### src/rtl/lcd_responder.sv
// lcd_responder: HD44780-style character LCD receiver that decodes the
// EN/RS/RW/data bus and holds a 2x16 DDRAM image.
// Ports:
//   clk, rst                 clock and async active-high reset
//   EN, RW, RS, data[15:0]   writer bus; sampled on the EN falling edge
//   data_out[7:0]            read data, {busy, ac} on status read
//   rd_addr[4:0], rd_char    character probe (0-15 line 1, 16-31 line 2)
//   ac, busy                 address counter and busy flag
//   display_on, cursor_on,
//   blink_on, two_line,
//   entry_inc, entry_shift   mode flags
//   bad_cmd, overrun         sticky error flags
module lcd_responder #(
  parameter int BUSY_CYCLES  = 2000,
  parameter int CLEAR_CYCLES = 76500
) (
  input  logic        clk,
  input  logic        rst,
  input  logic        EN,
  input  logic        RW,
  input  logic        RS,
  input  logic [15:0] data,
  output logic [7:0]  data_out,
  input  logic [4:0]  rd_addr,
  output logic [7:0]  rd_char,
  output logic [6:0]  ac,
  output logic        busy,
  output logic        display_on,
  output logic        cursor_on,
  output logic        blink_on,
  output logic        two_line,
  output logic        entry_inc,
  output logic        entry_shift,
  output logic        bad_cmd,
  output logic        overrun
);

  localparam int MAX_CYC =
    (CLEAR_CYCLES > BUSY_CYCLES) ? CLEAR_CYCLES : BUSY_CYCLES;
  localparam int CW = $clog2(MAX_CYC + 1);
  localparam logic [CW-1:0] BUSY_LD  = CW'(BUSY_CYCLES);
  localparam logic [CW-1:0] CLEAR_LD = CW'(CLEAR_CYCLES);

  localparam logic [0:0] S_IDLE = 1'b0;
  localparam logic [0:0] S_FILL = 1'b1;

  localparam logic [7:0] SPACE = 8'h20;

  // Cursor step with the 0x0F<->0x40 and 0x4F<->0x00 line wraps.
  function automatic logic [6:0] ac_step(
    input logic [6:0] a,
    input logic       up
  );
    logic [6:0] r;
    if (up) begin
      if (a == 7'h0F)      r = 7'h40;
      else if (a == 7'h4F) r = 7'h00;
      else                 r = a + 7'd1;
    end else begin
      if (a == 7'h00)      r = 7'h4F;
      else if (a == 7'h40) r = 7'h0F;
      else                 r = a - 7'd1;
    end
    return r;
  endfunction

  logic          en_q;
  logic [0:0]    state_q, state_d;
  logic [4:0]    fill_q, fill_d;
  logic [CW-1:0] cnt_q, cnt_d;
  logic [6:0]    ac_q, ac_d;
  logic [7:0]    mem_q [32];
  logic [7:0]    mem_d [32];
  logic [7:0]    dout_q, dout_d;
  logic          disp_q, disp_d;
  logic          cur_q, cur_d;
  logic          blink_q, blink_d;
  logic          two_q, two_d;
  logic          inc_q, inc_d;
  logic          shift_q, shift_d;
  logic          bad_q, bad_d;
  logic          over_q, over_d;

  logic          strobe;
  logic          wr_stb;
  logic          rd_stb;
  logic          busy_now;
  logic [7:0]    din;
  logic [4:0]    ac_idx;
  logic [6:0]    ac_next;
  logic          unused_hi;

  assign unused_hi = ^data[15:8];

  always_comb begin
    strobe   = en_q & ~EN;
    wr_stb   = strobe & ~RW;
    rd_stb   = strobe & RW;
    din      = data[7:0];
    busy_now = (cnt_q != '0);
    // Cell index: line bit from ac[6], column from ac[3:0].
    ac_idx   = {ac_q[6], ac_q[3:0]};
    ac_next  = ac_step(ac_q, inc_q);
  end

  always_comb begin
    state_d = state_q;
    fill_d  = fill_q;
    cnt_d   = busy_now ? cnt_q - 1'b1 : '0;
    ac_d    = ac_q;
    mem_d   = mem_q;
    disp_d  = disp_q;
    cur_d   = cur_q;
    blink_d = blink_q;
    two_d   = two_q;
    inc_d   = inc_q;
    shift_d = shift_q;
    bad_d   = bad_q;
    over_d  = over_q;

    if (state_q == S_FILL) begin
      mem_d[fill_q] = SPACE;
      fill_d        = fill_q + 5'd1;
      if (fill_q == 5'd31) state_d = S_IDLE;
    end

    if (wr_stb && busy_now) begin
      // Dropped write; the running busy time is left untouched.
      over_d = 1'b1;
    end else if (wr_stb && RS) begin
      mem_d[ac_idx] = din;
      ac_d          = ac_next;
      cnt_d         = BUSY_LD;
    end else if (wr_stb) begin
      if (din != 8'h00) cnt_d = BUSY_LD;
      priority case (1'b1)
        din[7]: begin
          if (din[5:4] == 2'b00) ac_d = din[6:0];
          else                   bad_d = 1'b1;
        end
        din[6]: bad_d = 1'b1;
        din[5]: two_d = din[3];
        din[4]: begin
          if (!din[3]) ac_d = ac_step(ac_q, din[2]);
        end
        din[3]: begin
          disp_d  = din[2];
          cur_d   = din[1];
          blink_d = din[0];
        end
        din[2]: begin
          inc_d   = din[1];
          shift_d = din[0];
        end
        din[1]: ac_d = 7'h00;
        din[0]: begin
          ac_d    = 7'h00;
          inc_d   = 1'b1;
          state_d = S_FILL;
          fill_d  = 5'd0;
          cnt_d   = CLEAR_LD;
        end
        default: ;
      endcase
    end

    if (rd_stb && RS) ac_d = ac_next;

    dout_d = 8'h00;
    if (EN && RW) begin
      if (RS) dout_d = mem_q[ac_idx];
      else    dout_d = {busy_now, ac_q};
    end
  end

  always_ff @(posedge clk or posedge rst) begin
    if (rst) begin
      en_q    <= 1'b0;
      state_q <= S_IDLE;
      fill_q  <= 5'd0;
      cnt_q   <= '0;
      ac_q    <= 7'h00;
      for (int i = 0; i < 32; i++) mem_q[i] <= SPACE;
      dout_q  <= 8'h00;
      disp_q  <= 1'b0;
      cur_q   <= 1'b0;
      blink_q <= 1'b0;
      two_q   <= 1'b0;
      inc_q   <= 1'b1;
      shift_q <= 1'b0;
      bad_q   <= 1'b0;
      over_q  <= 1'b0;
    end else begin
      en_q    <= EN;
      state_q <= state_d;
      fill_q  <= fill_d;
      cnt_q   <= cnt_d;
      ac_q    <= ac_d;
      mem_q   <= mem_d;
      dout_q  <= dout_d;
      disp_q  <= disp_d;
      cur_q   <= cur_d;
      blink_q <= blink_d;
      two_q   <= two_d;
      inc_q   <= inc_d;
      shift_q <= shift_d;
      bad_q   <= bad_d;
      over_q  <= over_d;
    end
  end

  assign data_out    = dout_q;
  assign rd_char     = mem_q[rd_addr];
  assign ac          = ac_q;
  assign busy        = busy_now;
  assign display_on  = disp_q;
  assign cursor_on   = cur_q;
  assign blink_on    = blink_q;
  assign two_line    = two_q;
  assign entry_inc   = inc_q;
  assign entry_shift = shift_q;
  assign bad_cmd     = bad_q;
  assign overrun     = over_q;

endmodule

### config.mk
export PLATFORM = sky130hd
export DESIGN_NAME = lcd_responder
export DESIGN_NICKNAME = d
export VERILOG_FILES = /design/src/rtl/lcd_responder.sv
export SDC_FILE = /design/constraint.sdc
export NUM_CORES = 1
export LEC_CHECK = 0
export BUFFER_PORTS_ARGS = -buffer_cell sky130_fd_sc_hd__buf_2
export CAP_MARGIN = 5
export CORE_AREA = 2 2 222 224
export CTS_BUF_LIST = sky130_fd_sc_hd__clkbuf_8
export DETAILED_ROUTE_END_ITERATION = 8
export DIE_AREA = 0 0 224 226
export PLACE_DENSITY = 0.53
export SYNTH_ARGS = -nofsm -noshare
export SYNTH_HDL_FRONTEND = slang
export SYNTH_SLANG_ARGS = --single-unit
### constraint.sdc
create_clock -name clk -period 10.8 [get_ports clk]
set_input_delay 0.54 -clock clk [delete_from_list [all_inputs] [get_ports clk]]
set_output_delay 0.54 -clock clk [all_outputs]
set_load 0.05 [all_outputs]
==> run_results.csv, run 1 <==
group,metric,value,unit
final_layout,area_growth,10.6,%
clock_tree,clockBufferDepth,3,
synth,ys_seq_area_frac,0.457,
drt,ant_nets,0,
place,gp_congestion,0.841,
timing,fin_ws,6.63,ns
grt,grt-ovfl-total,0,
drt,wl_per_cell,25.0,um
timing,relSlewSlack,0.149,
timing,fin_crit_sh,0.386,
clock_tree,cts_resized,0,
timing,hold_violations,0,
final_layout,regArea,7630,um^2
setup_path,r2r_slack,7.04,ns
grt,grt_pass1_vias,12700,
floorplan,start_util,0.345,
synth,ys_warn_count,0,
hold_path,holdPathStages,1,
grt,grt_max_degree,172,
clock_tree,clock_latency,0.64,ns
synth,synth_nets,1577,
timing,fmaxAchievable,240,MHz
power,leakage,7.55,nW
synth,syn_area,16700,um^2
floorplan,die_w,224,um
timing,rsz0062_at_grt,"false",
synth,ys_ff_latch,303,
flow_run,drv_cap,0,
setup_path,startpoint_type,"input pin",
hold_path,hp-class,"input pin to flip-flop",
final_layout,fin_nets,1564,
place,port_buffers,49,
hold_path,whs_endpoint,"en_q$_DFF_PP0_",
setup_path,cp.arrival,3.63,ns
final_layout,multi_input_area,8410,um^2
final_layout,most-common-layout-cells,"dfrtp_1 (268), nand3_1 (258), o21ai_0 (256), mux4_2 (150), nor2_1 (84)",
floorplan,num_io_pins,58,
power,finalPower,3.21,mW
timing,fin_skew,0.0255,ns
clock_tree,clock-sinks,303,
drt,vias,13200,
timing,setup_viol,0,
setup_path,critical_path_peak_fanout,43,
floorplan,die_h,226,um
clock_tree,clock-root-buffer,"clkbuf_8",
synth,synthArstFlopShare,1.00,
final_layout,drive_above_1_share,0.227,
floorplan,dieArea,50600,um^2
clock_tree,cts-buffers-inserted,53,
setup_path,crit_path_end_kind,"output port",
timing,min_period,4.17,ns
floorplan,fp.coreArea,48300,um^2
timing,slew_violations,0,
clock_tree,htree_levels,2,
clock_tree,cts_tree,"done",
synth,synthCells,1540,
place,dp_hpwl,34.8,mm
synth,yosysUniqueCellTypes,59,
place,pre_cts_ws,6.58,ns
drt,drt_iter0_drc,1332,
timing,tightest_slew,1.26,ns
synth,synthFlopType,"dfrtp_1",
setup_path,cp_data_required_time,10.26,ns
grt,track_usage,0.220,
setup_path,crit_type,"input pin to output port",
clock_tree,post_cts_buffers,0,
setup_path,r2r_start,"ac[0]$_DFFE_PP0P_",
power,vdd_drop_max,0.0000720,V
hold_path,hp-start,"EN",
clock_tree,clk_pin_slew,0.05,ns
power,p_per_area,174,nW/um^2
floorplan,rows,81,
status,status,"complete, no violations",
grt,grt_pass1_wl,83.6,mm
drt,viasPerCell,6.00,
timing,tns,0,ns
grt,antenna_found_initial,4,
synth,synth-edff-count,0,
final_layout,fin_util,0.382,
final_layout,nFillCells,4709,
final_layout,layout_commonest_cell,"dfrtp_1",
drt,wl,54.8,mm
timing,holdWs,0.0788,ns
clock_tree,cts_hold_buffers,0,
setup_path,reg2reg_to,"data_out[0]$_DFF_PP0_",
setup_path,r2r_cells,5,
synth,syn_avg_cell_area,10.8,um^2
drt,drc_errors,0,
drt,first_pass_iters,5,
[per-stage QoR]
step,cell area [um^2],cells
3_3_place_gp,17300,2094
4_1_cts,18400,2191
2_1_floorplan,16700,1540
3_5_place_dp,17300,2094
5_1_grt,18400,2192
6_report,18400,2193
[synth_stat cells, types with 6 or more instances]
cell / count / share of area
mux2i_1: 16 / 0.0096
a221oi_1: 6 / 0.0032
a31oi_1: 15 / 0.0056
xor2_1: 10 / 0.0052
a21oi_1: 70 / 0.021
nor4_1: 9 / 0.0034
mux4_2: 150 / 0.20
nand2_1: 78 / 0.018
nand3_1: 258 / 0.077
nor3_1: 14 / 0.0042
xnor2_1: 8 / 0.0042
clkbuf_1: 75 / 0.017
dfrtp_1: 270 / 0.41
buf_2: 32 / 0.0096
mux2_2: 13 / 0.0088
buf_1: 24 / 0.0054
o21ai_0: 256 / 0.077
ha_1: 11 / 0.0083
dfstp_2: 33 / 0.052
inv_1: 27 / 0.0061
nor2_1: 84 / 0.019
nor3b_1: 6 / 0.0027
[cell type report]
class	instances	area share
multi-input combinational	1075	0.456
timing repair buffer	66	0.0210
antenna	2	0.000271
sequential	303	0.414
clock inverter	25	0.00712
inverter	28	0.00611
tap	622	0.0422
clock buffer	72	0.0537
[power breakdown]
group / leakage (nW) / switching [mW] / internal (mW)
combinational: 2.93 / 0.416 / 0.301
sequential: 3.97 / 0.121 / 1.26
clock: 0.646 / 0.500 / 0.615
[logic make-up (layout without fill, tap and decap cells)]
kind of cell / after synthesis / in the layout / synth area share
AO/OA/AOI/OAI: 377 / 377 / 0.122
buffers and inverters: 162 / 191 / 0.0395
AND/OR/NAND/NOR: 490 / 490 / 0.142
flip-flops: 303 / 303 / 0.457
adder cells (fa/ha/maj): 11 / 11 / 0.00825
multiplexers: 179 / 179 / 0.221
XOR/XNOR: 18 / 18 / 0.00945
other: 0 / 2 / 0
[routing by layer]
layer / vias to the layer above / part of all wire / track usage / routed length [um]
met3: 86 / 0.066 / 0.0307 / 3640
met1: 6721 / 0.43 / 0.302 / 23400
met2: 573 / 0.48 / 0.357 / 26200
li1: 5770 / - / - / -
met4: 2 / 0.029 / 0.0787 / 1570
met5: - / 0.00024 / 0 / 13
[worst max-delay path, cell delays in order]
cell and delay (ns):
buf_4 0.40, buf_4 0.82, mux4_2 0.64, mux4_2 0.55
mux2_2 0.37, buf_2 0.24
[flip-flops by register name, indices dropped and copies added (netlist names)]
signal       count
mem_q          256
cnt_q           17
data_out         8
ac               7
fill_q           5
bad_cmd          1
blink_on         1
cursor_on        1
display_on       1
en_q             1
entry_inc        1
entry_shift      1
overrun          1
state_q          1
two_line         1
[worst max-delay path by stage]
stage	startpoint	endpoint	slack, ns	depth (start not counted)
floorplan	rst	ac[0]$_DFFE_PP0P_	1.94	1
global placement	rd_addr[0]	rd_char[5]	6.58	6
detailed placement	rd_addr[0]	rd_char[5]	6.58	6
CTS	rd_addr[0]	rd_char[5]	6.58	6
global route	rd_addr[0]	rd_char[5]	6.49	6
finish	rd_addr[0]	rd_char[5]	6.63	6
No activity file was read; power rests on OpenSTA's default activity.
==> run 2: changes to the inputs <==
--- a/config.mk
+++ b/config.mk
@@ -11,7 +11,7 @@
 export CTS_BUF_LIST = sky130_fd_sc_hd__clkbuf_8
 export DETAILED_ROUTE_END_ITERATION = 8
 export DIE_AREA = 0 0 224 226
-export PLACE_DENSITY = 0.53
+export PLACE_DENSITY = 0.54
 export SYNTH_ARGS = -nofsm -noshare
 export SYNTH_HDL_FRONTEND = slang
 export SYNTH_SLANG_ARGS = --single-unit
==> constraint.sdc (replaced) <==
create_clock -name clk -period 3.55 [get_ports clk]
set_input_delay 0.1775 -clock clk [delete_from_list [all_inputs] [get_ports clk]]
set_output_delay 0.1775 -clock clk [all_outputs]
set_load 0.05 [all_outputs]
==> run 2 against run 1 <==
Compared with the run above:
- design area is 2.8% higher
- highest routed layer is now met4
- first-iteration DRC count up 10%
- flip-flop and latch count did not move
- clock skew shrank 0.0075 ns
- via count grew 0.97%
==> run_results.csv, run 2 (synthesized netlist as in run 1, its figures left out) <==
group,metric,value,unit
place,gp_congestion,0.847,
hold_path,hp-class,"input pin to flip-flop",
setup_path,startpoint_type,"flip-flop",
floorplan,die_w,224,um
setup_path,crit_path_end_kind,"flip-flop",
final_layout,regArea,7630,um^2
drt,wl_per_cell,24.1,um
timing,fmaxAchievable,338,MHz
drt,drc_errors,0,
final_layout,largest_register_ffs,256,
timing,tightest_slew,1.16,ns
final_layout,multi_input_area,8410,um^2
clock_tree,cts-buffers-inserted,54,
setup_path,startpoint,"cnt_q[4]$_DFF_PP0_",
timing,slew_violations,0,
timing,min_period,2.96,ns
final_layout,area_growth,13.7,%
setup_path,path_cells,"nor4_1 > nand2_1 > o31ai_4 > buf_12 > nand3_1 > nand3_1 > o21ai_0",
timing,setup_viol,0,
setup_path,crit_path_frequent_cell,"nand3_1",
clock_tree,htree_levels,2,
grt,grt_pass1_wl,83.5,mm
setup_path,crit_type,"flip-flop to flip-flop",
floorplan,fp.coreArea,48300,um^2
power,p_per_area,517,nW/um^2
timing,rsz0062_at_grt,"false",
drt,ant_nets,0,
grt,grt-ovfl-total,0,
power,leakage,7.84,nW
setup_path,cp_slowest_cell,"nor4_1",
clock_tree,clockBufferDepth,3,
status,status,"complete, no violations",
flow_run,drv_cap,0,
grt,grt_pass1_vias,13100,
floorplan,num_io_pins,58,
place,dp_hpwl,35.6,mm
floorplan,dieArea,50600,um^2
clock_tree,post_cts_buffers,0,
grt,antenna_found_initial,4,
place,place_area,17700,um^2
power,vdd_drop_max,0.000241,V
drt,drt_iter0_drc,1467,
drt,first_pass_iters,7,
final_layout,final_area,19000,um^2
clock_tree,cts_resized,0,
drt,viasPerCell,5.89,
drt,vias,13300,
floorplan,die_h,226,um
clock_tree,clock-root-buffer,"clkbuf_8",
clock_tree,clk_pin_slew,0.06,ns
final_layout,most-common-layout-cells,"dfrtp_1 (268), nand3_1 (258), o21ai_0 (256), mux4_2 (150), nor2_1 (84)",
final_layout,drive_above_1_share,0.249,
clock_tree,clock_latency,0.65,ns
setup_path,r2r_slack,0.59,ns
timing,fin_crit_sh,0.833,
clock_tree,cts_tree,"done",
drt,wl,54.3,mm
setup_path,cp.arrival,3.43,ns
clock_tree,clock-sinks,303,
floorplan,start_util,0.345,
setup_path,cp_data_required_time,4.03,ns
setup_path,critical_path_peak_fanout,33,
final_layout,fin_nets,1622,
final_layout,largest-register,"mem_q",
timing,relSlewSlack,0.223,
grt,grt_max_degree,89,
final_layout,layout_commonest_cell,"dfrtp_1",
floorplan,rows,81,
hold_path,hp-start,"RS",
grt,track_usage,0.219,
final_layout,nFillCells,4720,
setup_path,r2r_start,"cnt_q[4]$_DFF_PP0_",
setup_path,critPathMaxStageDelay,0.63,ns
timing,hold_violations,0,
timing,tns,0,ns
timing,fin_skew,0.0180,ns
place,port_buffers,49,
[run 2: changes by cell type in the layout (fill, tap and decap cells not counted), sizes merged]
cell         before  now
clkinv            7    9
diode             2    1
buf              66  114
clkbuf           72   73
dlygate4sd3       0    9
clkinvlp          1    2
inv              44   45
bufinv            1    0
[run 2: layer usage]
| layer | up-vias | track usage | wire length, um |
|---|---|---|---|
| li1 | 5887 | - | - |
| met2 | 548 | 0.352 | 25700 |
| met5 | - | 0 | 0 |
| met4 | 0 | 0.0763 | 1880 |
| met3 | 103 | 0.0433 | 3830 |
| met1 | 6742 | 0.297 | 22900 |
[run 2: critical path: cells and delay by family, from the launching register on]
| kind | cells | cell delay [ns] |
|---|---|---|
| buffers and inverters | 1 | 0.23 |
| DFF | 1 | 0.42 |
| and+or+nand+nor | 4 | 1.69 |
| AOI/OAI and AO/OA | 2 | 0.43 |
[run 2: final cells by class]
type,instances,share of cell area
multi-input cells,1075,0.443
flip-flops and latches,303,0.402
clock buffers,73,0.0530
repair buffers,123,0.0482
well taps,622,0.0410
clock inverters,28,0.00627
inverters,28,0.00574
diodes,1,0.000132
[run 2: repair_timing]
action	4_1_cts	5_1_grt
endpoints found under the setup margin	0	0
hold endpoints to repair	32	0
hold buffers	9	0
[run 2: metrics by stage]
stage / cells / worst slack, ns / power, mW / hold slack [ns] / util
after detailed placement: 2142 / 0.617 / 6.47 / 0.306 / 0.367
after global placement: 2142 / 0.636 / 6.43 / 0.310 / 0.367
final: 2253 / 0.591 / 9.81 / 0.0785 / 0.392
after global routing: 2253 / 0.280 / 10.2 / 0.0770 / 0.392
after CTS: 2252 / 0.599 / 9.86 / 0.0240 / 0.392
after floorplan: 1540 / -0.630 / 5.72 / 0.209 / -
[run 2: worst paths after layout]
check | to | depth (start not counted)
worst max-delay path | mem_q[110]$_DFF_PP0_ | 7
worst min-delay path | data_out[5]$_DFF_PP0_ | 3
worst max register to register | mem_q[110]$_DFF_PP0_ | 7
worst min register to register | cnt_q[0]$_DFF_PP0_ | 1
max in group asynchronous | mem_q[13]$_DFF_PP1_ | 4
min in group asynchronous | data_out[4]$_DFF_PP0_ | 3
[run 2: power by group]
part	internal (mW)	switching (mW)	leakage (nW)	total [mW]
Sequential	3.83	0.347	3.97	4.17
Clock	1.83	1.54	0.658	3.36
Combinational	0.967	1.30	3.21	2.27
==> run 3: changes to the inputs <==
==> config.mk (replaced) <==
export PLATFORM = sky130hd
export DESIGN_NAME = lcd_responder
export DESIGN_NICKNAME = d
export VERILOG_FILES = /design/src/rtl/lcd_responder.sv
export SDC_FILE = /design/constraint.sdc
export NUM_CORES = 1
export LEC_CHECK = 0
export ABC_AREA = 1
export BUFFER_PORTS_ARGS = -buffer_cell sky130_fd_sc_hd__buf_2
export CAP_MARGIN = 5
export CORE_AREA = 2 2 235 237
export CTS_BUF_LIST = sky130_fd_sc_hd__clkbuf_8
export DETAILED_ROUTE_END_ITERATION = 8
export DIE_AREA = 0 0 237 239
export PLACE_DENSITY = 0.53
export SYNTH_ARGS = -nofsm -noshare
export SYNTH_HDL_FRONTEND = slang
export SYNTH_SLANG_ARGS = --single-unit
==> constraint.sdc (replaced) <==
create_clock -name clk -period 3.06 [get_ports clk]
set_input_delay 0.153 -clock clk [delete_from_list [all_inputs] [get_ports clk]]
set_output_delay 0.153 -clock clk [all_outputs]
set_load 0.05 [all_outputs]
==> run 3 against run 2 <==
Compared with the run above:
- die area is 12% higher
- flip-flop and latch count unchanged
- global-route usage rose by 3.5 points
- core utilization fell by 0.40 points
- via count rose by 41%
- synthesized area rose by 13%
- critical path depth unchanged
- non-clock buffer count down 15
- worst hold slack lost 0.018 ns
- total power is 44% higher
- critical endpoint is now rd_char[4]
- largest cell class unchanged
==> run_results.csv, run 3 <==
group,metric,value,unit
status,status,"complete, no violations",
grt,antenna_found_initial,2,
hold_path,hp-class,"input pin to flip-flop",
drt,drt_iter0_drc,2110,
final_layout,largest_register_ffs,256,
hold_path,whs_endpoint,"mem_q[7]$_DFF_PP0_",
floorplan,fp.coreArea,54300,um^2
final_layout,largest-register,"mem_q",
timing,fmaxAchievable,389,MHz
timing,relSlewSlack,0.368,
clock_tree,clock-sinks,303,
final_layout,n_antenna_cell,0,
drt,first_pass_iters,6,
timing,slew_violations,0,
timing,holdWs,0.0607,ns
synth,ys_warn_count,0,
synth,ys_top_cells_by_count,"nand2_1 (859), o21ai_0 (375), dfrtp_1 (270)",
drt,drc_errors,0,
timing,tightest_slew,0.948,ns
timing,fin_ws,0.490,ns
grt,track_usage,0.255,
floorplan,die_w,237,um
setup_path,startpoint,"mem_q[28]$_DFF_PP0_",
clock_tree,cts_tree,"done",
power,vdd_drop_max,0.000459,V
floorplan,dieArea,56600,um^2
clock_tree,htree_levels,2,
power,pwr-share-clk,0.301,
hold_path,holdPathStages,4,
place,placed_cells,3364,
synth,syn_avg_cell_area,6.90,um^2
power,p_seq_frac,0.368,
setup_path,cp_data_required_time,2.91,ns
timing,fin_crit_sh,0.840,
synth,yosysMostFrequentCell,"nand2_1",
clock_tree,clk_pin_slew,0.06,ns
drt,viasPerCell,5.38,
place,dp_hpwl,46.0,mm
final_layout,area_growth,12.3,%
final_layout,fin_nets,2766,
synth,yosysUniqueCellTypes,52,
power,power_switching,5.66,mW
final_layout,nFillCells,5659,
flow_run,drv_cap,0,
floorplan,rows,86,
setup_path,crit_type,"flip-flop to output port",
synth,syn_area,18800,um^2
final_layout,multi_input_area,9680,um^2
setup_path,cp.arrival,2.42,ns
power,intPower,8.49,mW
timing,tns,0,ns
final_layout,regArea,7630,um^2
place,pre_cts_ws,0.697,ns
place,port_buffers,49,
setup_path,critical_path_peak_fanout,2,
power,combPwrFrac,0.331,
synth,synth_area_leaders,"dfrtp_1 (36%), nand2_1 (17%), o21ai_0 (10%)",
setup_path,startpoint_type,"flip-flop",
synth,synthArstFlopShare,1.00,
clock_tree,clock_latency,0.68,ns
timing,rsz0062_at_grt,"false",
clock_tree,cts-buffers-inserted,58,
timing,fin_skew,0.0246,ns
timing,setup_viol,0,
place,place_area,19800,um^2
grt,grt-ovfl-total,0,
synth,synth_nets,2759,
synth,synth-edff-count,0,
final_layout,drive_above_1_share,0.110,
grt,grt_pass1_vias,17700,
floorplan,num_io_pins,58,
synth,synthFlopType,"dfrtp_1",
final_layout,layout_commonest_cell,"nand2_1",
power,switching_share,0.400,
grt,grt_max_degree,108,
final_layout,most-common-layout-cells,"nand2_1 (859), o21ai_0 (375), dfrtp_1 (268), nor2_1 (265), nand3_1 (219)",
place,gp_congestion,0.884,
setup_path,reg2reg_to,"mem_q[253]$_DFF_PP1_",
power,p_per_area,671,nW/um^2
floorplan,die_h,239,um
power,leakage,9.93,nW
synth,yosysTopAreaCellShare,0.360,
drt,vias,18700,
drt,wl,71.8,mm
grt,grt_pass1_wl,110,mm
hold_path,hp-start,"data[7]",
setup_path,r2r_cells,8,
drt,ant_nets,0,
floorplan,start_util,0.346,
synth,yosys.area.top_type,"dfrtp_1",
clock_tree,clockBufferDepth,3,
synth,ys_seq_area_frac,0.406,
clock_tree,clock-root-buffer,"clkbuf_8",
setup_path,crit_path_end_kind,"output port",
timing,min_period,2.57,ns
setup_path,r2r_start,"ac[0]$_DFFE_PP0P_",
synth,ys_ff_latch,303,
setup_path,r2r_slack,0.69,ns
timing,hold_violations,0,
final_layout,instances_no_fill,3482,
synth,synthCells,2722,
final_layout,final_area,21100,um^2
drt,wl_per_cell,20.6,um
run 3: timing repair:
item | in CTS | in global routing
endpoints found under the hold margin | 301 | 0
gates resized for setup | 0 | 0
hold buffers | 9 | 0
buffers inserted | 0 | 0
run 3: layout make-up:
cell class                      instances  area share
Clock buffer                           82      0.0535
Clock inverter                         27     0.00569
Inverter                              195      0.0352
Multi-Input combinational cell       2063       0.459
Sequential cell                       303       0.362
Tap cell                              704      0.0418
Timing Repair Buffer                  108      0.0434
run 3: kinds of logic (layout without fill, tap and decap cells):
group,after synthesis,in the layout,synth area share
buffers and inverters,356,412,0.0787
and+or+nand+nor,1431,1431,0.331
DFF,303,303,0.406
xor gates and xnor gates,10,10,0.00466
AOI/OAI and AO/OA,611,611,0.172
adders and majority gates,11,11,0.00733
run 3: per-stage QoR:
| step | utilization | power (mW) |
|---|---|---|
| after global placement | 0.364 | 9.78 |
| final | 0.388 | 14.2 |
| after global routing | 0.388 | 15.0 |
| after floorplan | - | 8.25 |
| after detailed placement | 0.364 | 9.84 |
| after CTS | 0.388 | 14.2 |
run 3: how the worst max path moves through the flow:
| stage | to | slack, ns | depth (start not counted) |
|---|---|---|---|
| floorplan | ac[0]$_DFFE_PP0P_ | -1.10 | 1 |
| global placement | mem_q[253]$_DFF_PP1_ | 0.72 | 8 |
| detailed placement | mem_q[253]$_DFF_PP1_ | 0.70 | 8 |
| CTS | rd_char[4] | 0.50 | 7 |
| global route | rd_char[0] | 0.40 | 7 |
| finish | rd_char[4] | 0.49 | 7 |
run 3: power groups by stage:
stage | logic (mW) | registers [mW] | clock network (mW)
after global placement | 4.55 | 5.23 | 0
after CTS | 4.62 | 5.19 | 4.36
after floorplan | 3.00 | 5.26 | 0
final | 4.69 | 5.20 | 4.27
after detailed placement | 4.60 | 5.24 | 0
after global routing | 5.15 | 5.29 | 4.53
run 3: critical path, cell delays in order, from the launching register on:
cell,delay (ns)
dfrtp_1,0.35
inv_1,0.06
o21ai_0,0.21
nand3_1,0.22
a21oi_1,0.31
o21ai_0,0.17
nand2_1,0.14
buf_2,0.28
run 3: routing by layer:
| metal | up-vias | GRT usage | wire length, um |
|---|---|---|---|
| li1 | 8878 | - | - |
| met1 | 8877 | 0.361 | 32400 |
| met2 | 825 | 0.387 | 31000 |
| met3 | 141 | 0.0499 | 6160 |
| met4 | 0 | 0.0878 | 2300 |
| met5 | - | 0 | 0 |
